$ cat src/rtl/iniciador_memoria_if.sv
// Bus between the multicycle control unit / memory and the memory-access sequencer.
// master: the sequencer; slave: control unit plus memory side.
interface iniciador_memoria_if;
  logic        reqFetch;
  logic        reqLoad;
  logic        reqStore;
  logic [5:0]  pc;
  logic [5:0]  aluAddr;
  logic [15:0] storeData;
  logic [15:0] dataIR;
  logic [15:0] dataMDR;
  logic [5:0]  addrMem;
  logic        readMem;
  logic        writeMem;
  logic [15:0] data;
  logic [3:0]  state;
  logic [15:0] ir;
  logic [15:0] mdr;
  logic        busy;
  logic        done;
  logic        badAddr;

  modport master (
    input  reqFetch, reqLoad, reqStore, pc, aluAddr, storeData, dataIR, dataMDR,
    output addrMem, readMem, writeMem, data, state, ir, mdr, busy, done, badAddr
  );

  modport slave (
    output reqFetch, reqLoad, reqStore, pc, aluAddr, storeData, dataIR, dataMDR,
    input  addrMem, readMem, writeMem, data, state, ir, mdr, busy, done, badAddr
  );
endinterface

$ cat src/rtl/iniciador_memoria.sv
// Memory-access sequencer: fetch/load/store requests become glitch-free registered
// strobes toward the 50-word memory; read results land in ir or mdr.
module iniciador_memoria #(
  parameter int         MEM_WORDS = 50,
  parameter logic [3:0] ST_WRITE  = 4'b1011,
  parameter logic [3:0] ST_NONE   = 4'b0000
) (
  input logic clock,
  input logic reset,
  iniciador_memoria_if.master bus
);

  typedef enum logic [2:0] {
    IDLE, RD_SETUP, RD_STROBE, WR_SETUP, WR_ARM, WR_FALL, FINISH
  } fsm_t;

  typedef enum logic [1:0] {OP_FETCH, OP_LOAD, OP_STORE} op_t;

  fsm_t       fsm;
  op_t        op;
  logic       pend;
  logic       bad;
  logic [5:0] sel_addr;
  logic       addr_bad;

  always_comb begin
    sel_addr = bus.aluAddr;
    if (!bus.reqStore && !bus.reqLoad) sel_addr = bus.pc;
  end

  assign addr_bad = ({1'b0, sel_addr} >= 7'(MEM_WORDS));

  // Accept in IDLE takes one extra cycle (pend) so every strobe starts one edge
  // after the request edge, with address and data already stable.
  always_ff @(posedge clock or posedge reset) begin
    if (reset) begin
      fsm          <= IDLE;
      op           <= OP_FETCH;
      pend         <= 1'b0;
      bad          <= 1'b0;
      bus.addrMem  <= '0;
      bus.readMem  <= 1'b0;
      bus.writeMem <= 1'b0;
      bus.data     <= '0;
      bus.state    <= ST_NONE;
      bus.ir       <= '0;
      bus.mdr      <= '0;
      bus.busy     <= 1'b0;
      bus.done     <= 1'b0;
      bus.badAddr  <= 1'b0;
    end else begin
      case (fsm)
        IDLE: begin
          if (pend) begin
            pend <= 1'b0;
            if (bad) begin
              fsm         <= FINISH;
              bus.done    <= 1'b1;
              bus.badAddr <= 1'b1;
            end else if (op == OP_STORE) begin
              fsm          <= WR_SETUP;
              bus.writeMem <= 1'b1;
            end else begin
              fsm <= RD_SETUP;
            end
          end else if (bus.reqStore || bus.reqLoad || bus.reqFetch) begin
            pend        <= 1'b1;
            bus.busy    <= 1'b1;
            bus.addrMem <= sel_addr;
            bad         <= addr_bad;
            if (bus.reqStore) begin
              op       <= OP_STORE;
              bus.data <= bus.storeData;
            end else if (bus.reqLoad) begin
              op <= OP_LOAD;
            end else begin
              op <= OP_FETCH;
            end
          end
        end
        RD_SETUP: begin
          fsm         <= RD_STROBE;
          bus.readMem <= 1'b1;
        end
        RD_STROBE: begin
          fsm         <= FINISH;
          bus.readMem <= 1'b0;
          bus.done    <= 1'b1;
          if (op == OP_FETCH) bus.ir <= bus.dataIR;
          else                bus.mdr <= bus.dataMDR;
        end
        WR_SETUP: begin
          fsm       <= WR_ARM;
          bus.state <= ST_WRITE;
        end
        WR_ARM: begin
          fsm          <= WR_FALL;
          bus.writeMem <= 1'b0;
        end
        WR_FALL: begin
          fsm       <= FINISH;
          bus.state <= ST_NONE;
          bus.done  <= 1'b1;
        end
        FINISH: begin
          fsm         <= IDLE;
          bus.done    <= 1'b0;
          bus.badAddr <= 1'b0;
          bus.busy    <= 1'b0;
        end
        default: fsm <= IDLE;
      endcase
    end
  end

endmodule

$ cat src/flat_wrapper.sv
// flat-port wrapper written by rule: the top's interface ports become plain ports
module iniciador_memoria_flat 
#(
  parameter int         MEM_WORDS = 50,
  parameter logic [3:0] ST_WRITE  = 4'b1011,
  parameter logic [3:0] ST_NONE   = 4'b0000
)
  (clock, reset, bus_reqFetch, bus_reqLoad, bus_reqStore, bus_pc, bus_aluAddr, bus_storeData, bus_dataIR, bus_dataMDR, bus_addrMem, bus_readMem, bus_writeMem, bus_data, bus_state, bus_ir, bus_mdr, bus_busy, bus_done, bus_badAddr);
  iniciador_memoria_if bus_i ();
  input logic clock;
  input logic reset;
  input wire logic [$bits(bus_i.reqFetch)-1:0] bus_reqFetch;
  input wire logic [$bits(bus_i.reqLoad)-1:0] bus_reqLoad;
  input wire logic [$bits(bus_i.reqStore)-1:0] bus_reqStore;
  input wire logic [$bits(bus_i.pc)-1:0] bus_pc;
  input wire logic [$bits(bus_i.aluAddr)-1:0] bus_aluAddr;
  input wire logic [$bits(bus_i.storeData)-1:0] bus_storeData;
  input wire logic [$bits(bus_i.dataIR)-1:0] bus_dataIR;
  input wire logic [$bits(bus_i.dataMDR)-1:0] bus_dataMDR;
  output wire logic [$bits(bus_i.addrMem)-1:0] bus_addrMem;
  output wire logic [$bits(bus_i.readMem)-1:0] bus_readMem;
  output wire logic [$bits(bus_i.writeMem)-1:0] bus_writeMem;
  output wire logic [$bits(bus_i.data)-1:0] bus_data;
  output wire logic [$bits(bus_i.state)-1:0] bus_state;
  output wire logic [$bits(bus_i.ir)-1:0] bus_ir;
  output wire logic [$bits(bus_i.mdr)-1:0] bus_mdr;
  output wire logic [$bits(bus_i.busy)-1:0] bus_busy;
  output wire logic [$bits(bus_i.done)-1:0] bus_done;
  output wire logic [$bits(bus_i.badAddr)-1:0] bus_badAddr;
  assign bus_i.reqFetch = bus_reqFetch;
  assign bus_i.reqLoad = bus_reqLoad;
  assign bus_i.reqStore = bus_reqStore;
  assign bus_i.pc = bus_pc;
  assign bus_i.aluAddr = bus_aluAddr;
  assign bus_i.storeData = bus_storeData;
  assign bus_i.dataIR = bus_dataIR;
  assign bus_i.dataMDR = bus_dataMDR;
  assign bus_addrMem = bus_i.addrMem;
  assign bus_readMem = bus_i.readMem;
  assign bus_writeMem = bus_i.writeMem;
  assign bus_data = bus_i.data;
  assign bus_state = bus_i.state;
  assign bus_ir = bus_i.ir;
  assign bus_mdr = bus_i.mdr;
  assign bus_busy = bus_i.busy;
  assign bus_done = bus_i.done;
  assign bus_badAddr = bus_i.badAddr;
  iniciador_memoria #(.MEM_WORDS(MEM_WORDS), .ST_WRITE(ST_WRITE), .ST_NONE(ST_NONE)) u_core (.clock(clock), .reset(reset), .bus(bus_i));
endmodule
$ cat config.mk
export PLATFORM = sky130hd
export DESIGN_NAME = iniciador_memoria_flat
export DESIGN_NICKNAME = d
export VERILOG_FILES = /design/src/rtl/iniciador_memoria_if.sv /design/src/rtl/iniciador_memoria.sv /design/src/flat_wrapper.sv
export SDC_FILE = /design/constraint.sdc
export NUM_CORES = 1
export LEC_CHECK = 0
export CAP_MARGIN = 20
export CORE_UTILIZATION = 36
export DETAILED_ROUTE_END_ITERATION = 6
export PLACE_DENSITY = 0.79
export REMOVE_ABC_BUFFERS = 1
export SYNTH_ARGS = -nofsm -noshare
export SYNTH_HDL_FRONTEND = slang
export SYNTH_SLANG_ARGS = --single-unit
$ cat constraint.sdc
create_clock -name clock -period 1.9 [get_ports clock]
set_input_delay 0.19 -clock clock [delete_from_list [all_inputs] [get_ports clock]]
set_output_delay 0.19 -clock clock [all_outputs]
set_load 0.005 [all_outputs]
==> metrics.txt <==
TritonRoute pass-1 iters=4; Slowest-stage cell, CP=dfrtp_1; Worst path max stage delay=0.48 ns; Final period util=90.04%; Worst Setup End Kind=flip-flop; r2r startpoint=u_core.fsm[1]; clock-pin transition on the worst setup and hold timing paths=0.07 ns; cts bufs inserted=9; largest net degree at the start of global routing=29; critical path type=reg -> reg; Cell Rows=31; status=finished, final reports clean; root buffer cell=clkbuf_8; Design Area, Final=0.004394 mm²; hold_buf cts=0; fraction of the mapped netlist area in simple logic gates=5.635%; # IOs=128; die width=90.16 µm; min Tclk post-route=1.711 ns; YS warnings=0; post-synthesis adder-cell area fraction=0.4472%; final setup violation count=0; top cell type's share of synthesized area=59.93%; postcts setup bufs=0; r2r worst-path depth=3; fmax=584.5 MHz; Nets=402; Post-synth ARST share=100.0%; area leader, netlist=dfrtp_1; vias in the first global route=2231; IO buf count=126; H-tree depth=3; Worst-Skew Late Latency=0.34 ns; Worst R2R Setup Slack=0.19 ns; antenna viol nets, final=0; first-pass GRT wire length=10.67 mm; sequential share of power=37.6%; Critical path origin=u_core.fsm[1]; Placed Instance Area=0.004200 mm²; Ant. Diodes=0; Synth Area in Compound Gates=8.229%; initial antenna violation count=0; clock tree buffer depth=2; via count=2095; Comb power frac=45.5%; Synth Cell Area=0.002798 mm²; PostCTS Resize Cnt=0; most frequent cell after synthesis=dfrtp_1; Net Sw Frac=28.40%; Post-synth top cells=dfrtp_1, mux2_2, mux2_4; RSZ-0062 raised after global routing=no; grt ovf=0; Seq/Total Area, Yosys=59.93%; final slew viol count=0; final RePlAce weighted congestion=0.8421; xor and xnor area share after synthesis=0%; Setup WS pre-CTS=0.1575 ns; top post-synthesis cells by area=dfrtp_1, mux2_2, mux2_4; final core occ=59.63%; largest family of logic cells by synthesized area=multiplexers; Clock power frac=16.9%; HP Class=in -> async; Pwr Total=6.944 mW; final hold slack=0.1939 ns; Area growth syn-to-layout=57.07%; per-cell routed wire length=14.66 µm; Die ar.=0.008128 mm²; Seq cells post-synth=67; DRC violations left=0; clk sinks=67; mux contribution to synthesized area=21.74%; CP arrival=1.92 ns; Netlist cell types=36; Cells after Synth=201; Placeable Area=0.007370 mm²; final setup margin=0.1893 ns; Worst Skew=0.008528 ns; Total GRT Usage=16.64%; CTS tree=built; leakage power=1.860 nW; RR Endpoint=u_core.bus.data[0]; Avg Cell Area, Syn=13.92 µm²; switching power total=1.972 mW; worst-path fanout max=17; PwrDens=1580 mW/mm²; Int Power=4.972 mW; Fin. Hold Viols=0; critical path endpoint=u_core.bus.data[0]; hpwl dp=4.751 mm; fraction of layout cells with a size suffix above 1=23.24%; Synth Flop Type=dfrtp_1; starting density of the core=37.96%; Die Y=90.16 µm; drt total wl=6.435 mm; initial DRC count=94; Data required, critical path=2.11 ns; Post-synth EDFFs=0; worst vdd ir=0.8260 mV; Max-cap violations=0; layout filler cell count=604; worst path cell trace=nor4_4 -> nand2_4 -> mux2_4; startpoint type of the worst setup path=flip-flop; Vias/cell=4.772
## power groups by stage
stage               Sequential [mW]  Combinational [mW]  Clock, mW
floorplan                      2.66                1.29          0
global placement               2.59                3.13          0
detailed placement             2.62                3.21          0
CTS                            2.61                3.22       1.21
global route                   2.72                3.43       1.25
finish                         2.61                3.16       1.17
## logic make-up after synthesis
family	Yosys count
multiplexers	51
AND/OR/NAND/NOR	28
adder cells (fa/ha/maj)	1
AO/OA/AOI/OAI	34
flip-flops	67
other	1
buffers and inverters	19
## state kept, by name, summed over array words and instances, names as in the netlist
name,count
u_core.fsm,3
u_core.bus.writeMem,1
u_core.bus.mdr,16
u_core.bus.busy,1
u_core.bus.state,1
u_core.pend,1
u_core.bus.addrMem,6
u_core.bad,1
u_core.bus.data,16
u_core.bus.done,1
u_core.bus.badAddr,1
u_core.bus.readMem,1
u_core.bus.ir,16
u_core.op,2
## worst max-delay path: cells and delay by family (launching register included)
kind	cells	cell delay (ns)
flip-flops	1	0.48
multiplexers	1	0.36
AND/OR/NAND/NOR	2	0.74
## final cells by class
class / instances / area (µm²) / area share [%]
inverters: 7 / 26.28 / 0.5980
multi-input cells: 115 / 1012 / 23.04
repair buffers: 136 / 1361 / 30.98
well taps: 99 / 123.9 / 2.819
clock inverters: 2 / 35.03 / 0.7973
clock buffers: 13 / 158.9 / 3.616
flip-flops and latches: 67 / 1677 / 38.15
## metal layers
metal  GRT usage [%]  vias up  routed length [µm]
met5               0        -                   0
met4           4.839        0                  76
met3           7.953        9                 522
met2           27.86       81                3177
met1           18.82     1022                2658
li1                -      983                   -
## per-stage QoR
stage	std cells	TNS (ns)
floorplan	189	-3.000
global placement	424	0
detailed placement	424	0
CTS	439	0
global route	439	0
finish	439	0
## cell usage in the layout (no fill, tap or decap), types with 2 or more instances in the layout
| master | count |
|---|---|
| a2bb2oi_1 | 5 |
| dfrtp_1 | 67 |
| nor3_1 | 5 |
| mux2_4 | 9 |
| clkbuf_1 | 2 |
| nor2_1 | 8 |
| buf_4 | 8 |
| nor2b_1 | 2 |
| mux2_2 | 42 |
| o22ai_1 | 5 |
| clkbuf_8 | 11 |
| nand2_1 | 6 |
| a21oi_1 | 5 |
| clkdlybuf4s50_1 | 126 |
| o21ai_0 | 8 |
| buf_12 | 2 |
| inv_1 | 6 |
## worst min path at each step
stage,cells past startpoint,end
CTS,2,u_core.bus.mdr[10]
floorplan,1,u_core.bus.data[0]
global placement,1,u_core.bus.ir[8]
detailed placement,1,u_core.bus.ir[13]
finish,2,u_core.bus.ir[7]
global route,2,u_core.bus.mdr[3]
No activity file was read; power rests on OpenSTA's default activity.
